==> src/rtl/nv_ram_fifo_ctrl_128x16_if.sv <==
// Producer/consumer handshake bundle for the 128x16 RAM FIFO controller.
// master drives pushes and pop-ready; slave is the controller.
interface nv_ram_fifo_ctrl_128x16_if;
    logic        wr_valid;
    logic        wr_ready;
    logic [15:0] wr_data;
    logic        rd_valid;
    logic        rd_ready;
    logic [15:0] rd_data;
    logic [7:0]  occupancy;

    modport master (
        output wr_valid, wr_data, rd_ready,
        input  wr_ready, rd_valid, rd_data, occupancy
    );

    modport slave (
        input  wr_valid, wr_data, rd_ready,
        output wr_ready, rd_valid, rd_data, occupancy
    );
endinterface

==> src/rtl/nv_ram_fifo_ctrl_128x16.sv <==
// Turns a 128x16 registered-read two-port RAM into a valid/ready FIFO.
// A 4-entry skid buffer hides the re -> ore -> dout read pipeline.
module nv_ram_fifo_ctrl_128x16 (
    input  logic        clk,
    input  logic        rst,
    nv_ram_fifo_ctrl_128x16_if.slave bus,
    output logic [6:0]  ram_wa,
    output logic        ram_we,
    output logic [15:0] ram_di,
    output logic [6:0]  ram_ra,
    output logic        ram_re,
    output logic        ram_ore,
    input  logic [15:0] ram_dout,
    input  logic [31:0] pwrbus_ram_pd,
    output logic [31:0] ram_pwrbus_pd
);
    logic [6:0]       wp;
    logic [6:0]       rp;
    logic [7:0]       ram_cnt;
    logic             v1;
    logic             v2;
    logic [3:0][15:0] skid;
    logic [3:0][15:0] skid_nxt;
    logic [2:0]       skid_cnt;
    logic [2:0]       in_flight;
    logic [1:0]       cap_idx;
    logic             push;
    logic             pop;
    logic             issue;

    // Issue only when every read already in flight still has a skid slot.
    assign in_flight = skid_cnt + {2'b0, v1} + {2'b0, v2};
    assign issue     = !rst && ram_cnt != 8'd0 && in_flight < 3'd4;
    assign push      = bus.wr_valid & bus.wr_ready;
    assign pop       = bus.rd_valid & bus.rd_ready;
    assign cap_idx   = 2'(skid_cnt - {2'b0, pop});

    assign bus.wr_ready  = !rst && ram_cnt != 8'd128;
    assign bus.rd_valid  = skid_cnt != 3'd0;
    assign bus.rd_data   = skid[0];
    assign bus.occupancy = ram_cnt + {7'b0, v1} + {7'b0, v2}
                         + {5'b0, skid_cnt};

    assign ram_wa        = wp;
    assign ram_we        = push;
    assign ram_di        = bus.wr_data;
    assign ram_ra        = rp;
    assign ram_re        = issue;
    assign ram_ore       = v1 && !rst;
    assign ram_pwrbus_pd = pwrbus_ram_pd;

    // Shift only live entries so rd_data holds once the skid empties.
    always_comb begin
        skid_nxt = skid;
        if (pop) begin
            for (int i = 0; i < 3; i++) begin
                if (3'(i + 1) < skid_cnt) skid_nxt[i] = skid[i + 1];
            end
        end
        if (v2) skid_nxt[cap_idx] = ram_dout;
    end

    always_ff @(posedge clk) begin
        if (rst) begin
            wp       <= '0;
            rp       <= '0;
            ram_cnt  <= '0;
            v1       <= 1'b0;
            v2       <= 1'b0;
            skid_cnt <= '0;
            skid     <= '0;
        end else begin
            if (push)  wp <= wp + 7'd1;
            if (issue) rp <= rp + 7'd1;
            ram_cnt  <= ram_cnt + {7'b0, push} - {7'b0, issue};
            v1       <= issue;
            v2       <= v1;
            skid_cnt <= skid_cnt + {2'b0, v2} - {2'b0, pop};
            skid     <= skid_nxt;
        end
    end
endmodule
==> src/flat_wrapper.sv <==
// flat-port wrapper written by rule: the top's interface ports become plain ports
module nv_ram_fifo_ctrl_128x16_flat 
  (clk, rst, ram_wa, ram_we, ram_di, ram_ra, ram_re, ram_ore, ram_dout, pwrbus_ram_pd, ram_pwrbus_pd, bus_wr_valid, bus_wr_data, bus_rd_ready, bus_wr_ready, bus_rd_valid, bus_rd_data, bus_occupancy);
  nv_ram_fifo_ctrl_128x16_if bus_i ();
  input  logic clk;
  input  logic rst;
  output logic [6:0] ram_wa;
  output logic ram_we;
  output logic [15:0] ram_di;
  output logic [6:0] ram_ra;
  output logic ram_re;
  output logic ram_ore;
  input  logic [15:0] ram_dout;
  input  logic [31:0] pwrbus_ram_pd;
  output logic [31:0] ram_pwrbus_pd;
  input wire logic [$bits(bus_i.wr_valid)-1:0] bus_wr_valid;
  input wire logic [$bits(bus_i.wr_data)-1:0] bus_wr_data;
  input wire logic [$bits(bus_i.rd_ready)-1:0] bus_rd_ready;
  output wire logic [$bits(bus_i.wr_ready)-1:0] bus_wr_ready;
  output wire logic [$bits(bus_i.rd_valid)-1:0] bus_rd_valid;
  output wire logic [$bits(bus_i.rd_data)-1:0] bus_rd_data;
  output wire logic [$bits(bus_i.occupancy)-1:0] bus_occupancy;
  assign bus_i.wr_valid = bus_wr_valid;
  assign bus_i.wr_data = bus_wr_data;
  assign bus_i.rd_ready = bus_rd_ready;
  assign bus_wr_ready = bus_i.wr_ready;
  assign bus_rd_valid = bus_i.rd_valid;
  assign bus_rd_data = bus_i.rd_data;
  assign bus_occupancy = bus_i.occupancy;
  nv_ram_fifo_ctrl_128x16 u_core (.clk(clk), .rst(rst), .bus(bus_i), .ram_wa(ram_wa), .ram_we(ram_we), .ram_di(ram_di), .ram_ra(ram_ra), .ram_re(ram_re), .ram_ore(ram_ore), .ram_dout(ram_dout), .pwrbus_ram_pd(pwrbus_ram_pd), .ram_pwrbus_pd(ram_pwrbus_pd));
endmodule
==> config.mk <==
export PLATFORM = sky130hd
export DESIGN_NAME = nv_ram_fifo_ctrl_128x16_flat
export DESIGN_NICKNAME = d
export VERILOG_FILES = /design/src/rtl/nv_ram_fifo_ctrl_128x16_if.sv /design/src/rtl/nv_ram_fifo_ctrl_128x16.sv /design/src/flat_wrapper.sv
export SDC_FILE = /design/constraint.sdc
export NUM_CORES = 1
export LEC_CHECK = 0
export ABC_AREA = 1
export ABC_CLOCK_PERIOD_IN_PS = 5200
export BUFFER_PORTS_ARGS = -buffer_cell sky130_fd_sc_hd__buf_4
export CORE_UTILIZATION = 56
export DETAILED_ROUTE_END_ITERATION = 10
export GPL_TIMING_DRIVEN = 1
export PLACE_DENSITY = 0.86
export SLEW_MARGIN = 10
export SYNTH_ARGS = -nofsm -noshare
export SYNTH_HDL_FRONTEND = slang
export SYNTH_SLANG_ARGS = --single-unit
==> constraint.sdc <==
create_clock -name clk -period 5.2 [get_ports clk]
set_input_delay 0.78 -clock clk [delete_from_list [all_inputs] [get_ports clk]]
set_output_delay 0.78 -clock clk [all_outputs]
set_load 0.05 [all_outputs]
## Word-level counts from Yosys, hierarchy flattened

Index checks and enable logic that the tools add are counted.

- Logic and storage cells: 47
- Register bits after elaboration: 91
- Memories: 0
- Output and inout bits: 91
- RAM bits: 0
- Bits in read-only memories: 0
- Bits of input ports: 68
- Bits in latches: 0

- Eq/ne operators: 1
- Multipliers: 0
- Bitwise gates (word level): 2
- Add/sub/neg operators: 12
- Shift-type cells: 0
- Mux-type cells: 8
- $lt $le $gt $ge: 6
- Reduce and logical (&&, ||, !) cells: 8
- Div/mod/pow operators: 0

Operators with widths:

| operator | number |
|---|---|
| $mux 48 | 2 |
| $bwmux 64 | 1 |
| $mux 16 | 4 |
| $demux 16 s2 | 1 |
| $add 8x1->8 | 3 |
| $add 7x1->7 const B | 2 |
| $add 3x1->3 | 3 |
| $add 8x3->8 | 1 |
| $ne 8x8->1 const B | 1 |
| $reduce_bool 8->1 | 1 |
| $sub 8x1->8 | 1 |
| $lt 2x3->1 const A | 2 |
| $logic_and 1x1->1 | 5 |
| $lt 1x3->1 const A | 1 |
| $lt 2x3->1 const B | 1 |
| $lt 3x3->1 const B | 1 |
| $reduce_bool 3->1 | 1 |
| $sub 3x1->3 | 1 |
| $and 1x1->1 | 2 |
| $ge 2x1->1 const B | 1 |
| $sub 2x1->2 | 1 |
| $logic_not 1->1 | 1 |

## Longest topological paths before layout

- Depth after elaboration: 9
- Mapped depth: 20
- Depth with buffers taken out: 20

## Least setup slack after synthesis

No wires, ideal clock.

- Kind: reg2out
- From: register u_core.skid_cnt[0]
- To: output bus_occupancy[6]
- Data required time: 4420 ps
- Path buffers: 0
- Arrival: 2572 ps
- Slack: 1848 ps
- Cell stages (with the launch flop): 8
- Cells stage by stage: dfxtp_1 -> fa_1 -> ha_1 -> inv_1 -> fa_1 -> o21ai_0 -> nand2_1 -> xor2_1

- Longest elaborated chain between the ends: 1

RTL lines:

| element | line | RTL |
|---|---|---|
| start: declaration | nv_ram_fifo_ctrl_128x16.sv:24 | `logic [2:0] skid_cnt;` |
| start signal: assignment | nv_ram_fifo_ctrl_128x16.sv:78 | `skid_cnt <= skid_cnt + {2'b0, v2} - {2'b0, pop};` |
| $add 8x3->8 | nv_ram_fifo_ctrl_128x16.sv:42 | `+ {5'b0, skid_cnt};` |
| end: declaration | flat_wrapper.sv:22 | `output wire logic [$bits(bus_i.occupancy)-1:0] bus_occupancy;` |

No other way between the ends.

## Final worst setup path

Same ends and word-level chain as after synthesis.

==> run metrics <==
CTS root buffer clkbuf_8; cells after synthesis around 720; Remaining DRCs 0; pin count of the biggest net entering global routing 78; top fanout value on the critical path 5; setup bufs post-CTS 0; Hold Path Class reg2reg; final antenna diode count 0; post-route cell area 5510 um2; post-synthesis sequential area ratio 34.3%; Synth Net Count 823; length in cells of the worst reg-to-reg path 18; IO Pins 159; Hold WS 0.495 ns; routed via count ~4500; Synth top area share 34.3%; run status completed; kind of critical path reg2out; asr flop ratio synth 0%; CTS tree done; max-cap violation count 0; Worst path max stage delay roughly 0.56 ns; first-pass GRT wire length between 15 and 20 mm; Clock transition at path regs 0.10 ns; WL/cell 13.4 um; Worst EP required around 4.4 ns; type of element capturing the critical path output port; Hold Crit Depth 2; unrepaired setup endpoints after global routing no; vias in the first global route 4205; Logic pwr share roughly half; fraction of layout cells with a size suffix above 1 roughly 13%; Tcrit/Tclk final 67.2%; Leak 0.00279 uW; post_cts resized 0; Synth Register Bits slightly above 90; Final TNS setup 0 ns; CP arrival 2.71 ns; wirelength, routed between 10 and 15 mm; area of placed instances 5310 um2; Antenna Nets Post-Route 0; dpl hpwl 7.60 mm; Layout area overhead 3.67%; Num CTS Buffers 9; initial antenna violation count 0; # port buffers 62; clock share of power 16.4%; CTS Sinks between 90 and 100; DIE HEIGHT 99.4 um; Crit. path cell count 8; final hold viol count 0; vias per inst approximately 5.3; Skew-Pair Late Insertion Delay 0.38 ns; number of enable flip-flop cells after synthesis 0; crit path time final around 3.5 ns; Initial Utilization 57.5%; synthesized area per cell 7.35 um2; Top delay family on crit path adder cells; GPL Wtd Cong between 0.8 and 0.9; cell at the slowest stage of the critical path fa_1; synth warn 0; 1st-iter DRT viols 217; actual slew at the worst max-slew pin 1.07 ns; clk_skew 0.0172 ns; num rows 35; cell taking the most area after synthesis dfxtp_1; Die X 99.4 um; total track usage 23.2%; Congestion Overflow GR 0; count of final setup violators 0; Core Area about 9200 um2; cell area after synthesis around 5300 um2; VDD IR max ~0.60 mV; Switch Pwr about 1500 uW; WP buf/inv 2; CP cell instances fa_1 -> ha_1 -> inv_1 -> fa_1 -> o21ai_0 -> nand2_1 -> xor2_1 -> buf_4; H-Tree Level Count 3; Sequential Power Share between 30% and 40%; Cell Int Power ~1600 uW; Critical Path Source Type register; Cell variety after synth 35; top area cells in the synthesized netlist dfxtp_1 (34%), buf_4 (9.0%), nand2_1 (7.8%); Die Area 9890 um2; Hold Buf Count CTS 0; clk buf depth 2; final-report max-slew violation count 0; Slew Limit Headroom 28.4%; Synth Flop Type dfxtp_1; number of iterations in the first detailed-routing pass 5; most frequent cell on the critical path fa_1; Nets approximately 800; Sw Ratio 47.9%; Max Clock Freq 286 MHz; PwrDens 549 nW/um2
## logic make-up (layout without fill, tap and decap cells)
family / Yosys count / in the layout / share of synthesized area (%)
buffers and inverters: 176 / 161 / 17.9
muxes: 16 / 16 / 3.01
xor gates and xnor gates: 13 / 13 / 2.28
adders and majority gates: 32 / 32 / 8.09
DFF: 91 / 91 / 34.3
and+or+nand+nor: 288 / 288 / 24.2
AOI/OAI and AO/OA: 107 / 107 / 10.3
## per-stage QoR
stage | util [%] | instances | worst slack, ns | total power, uW
detailed placement | 57.5 | 821 | 2.03 | 2540
global placement | 57.5 | 821 | 2.13 | 2480
global route | 59.7 | 837 | 1.55 | 3240
finish | 59.7 | 837 | 1.71 | 3030
floorplan | - | 723 | 1.85 | 2300
CTS | 59.7 | 837 | 1.68 | 3040
## cells in the mapped netlist, types with 3 or more instances
cell and instances:
ha_1 28, dfxtp_1 91, clkbuf_1 6, buf_2 18
xor2_1 9, inv_1 79, nand3_1 71, a21oi_1 36
nor2_1 71, buf_4 64, or2_1 10, xnor2_1 3
mux2i_1 16, o21ai_0 42, nand2_2 3, fa_1 4
buf_6 3, o21ai_1 25, or2_0 4, nand2_1 110
nand4_1 9
## registers in the layout, summed over array words and instances (netlist names)
register,count
u_core.skid,48
u_core.bus.rd_data,16
u_core.ram_cnt,8
u_core.ram_ra,7
u_core.ram_wa,7
u_core.skid_cnt,3
u_core.v1,1
u_core.v2,1
## area by class of cell
| class | count | area [um2] |
|---|---|---|
| sequential | 91 | 1820 |
| tap | 129 | 161 |
| inverter | 82 | 309 |
| fill | 816 | 3730 |
| clock buffer | 10 | 128 |
| multi-input combinational | 456 | 2550 |
| clock inverter | 6 | 73.8 |
| timing repair buffer | 63 | 473 |
## per-layer routing
| layer | routed length, um | global-route usage (%) | up-vias |
|---|---|---|---|
| met5 | 0 | 0 | - |
| met4 | 201 | 8.71 | 0 |
| met3 | 722 | 5.13 | 34 |
| met2 | 5620 | 42.0 | 136 |
| met1 | 4680 | 26.8 | 2062 |
| li1 | - | - | 2221 |
## power groups by stage
stage	combinational [uW]	sequential (uW)	clock [uW]
after floorplan	1330	969	0
after global placement	1510	969	0
after detailed placement	1560	979	0
after CTS	1570	962	504
after global routing	1720	983	533
final	1570	963	497
## worst register-to-register path, stage by stage (launching register included)
cell     delay (ns)
dfxtp_1        0.47
inv_1          0.13
ha_1           0.24
nand2_1        0.09
o21ai_1        0.12
nor2_2         0.37
ha_1           0.31
inv_1          0.05
ha_1           0.15
inv_1          0.06
fa_1           0.36
inv_1          0.09
nand3_1        0.08
nand2_1        0.12
nand3_1        0.08
nand2_1        0.08
nand2_1        0.05
nand2_1        0.05
nor2_1         0.05
## path summary, 6_finish.rpt
path / start / endpoint / slack, ns
setup reg to reg: u_core.ram_cnt[4] / u_core.ram_cnt[6] / 2.16
hold reg to reg: u_core.skid[57] / u_core.skid[57] / 0.50
hold / removal: u_core.skid[57] / u_core.skid[57] / 0.50
setup / recovery: u_core.skid_cnt[0] / bus_occupancy[6] / 1.71
## cell usage in the layout, fill, tap and decap left out, types with 10 or more instances in the layout
cell     Yosys  routed
nand2_1    110     110
or2_1       10      10
nor2_1      71      71
mux2i_1     16      16
inv_1       79      78
ha_1        28      28
a21oi_1     36      36
o21ai_0     42      42
buf_4       64      63
dfxtp_1     91      91
nand3_1     71      71
o21ai_1     25      25
Note: power is estimated with default switching activity, not from simulation.
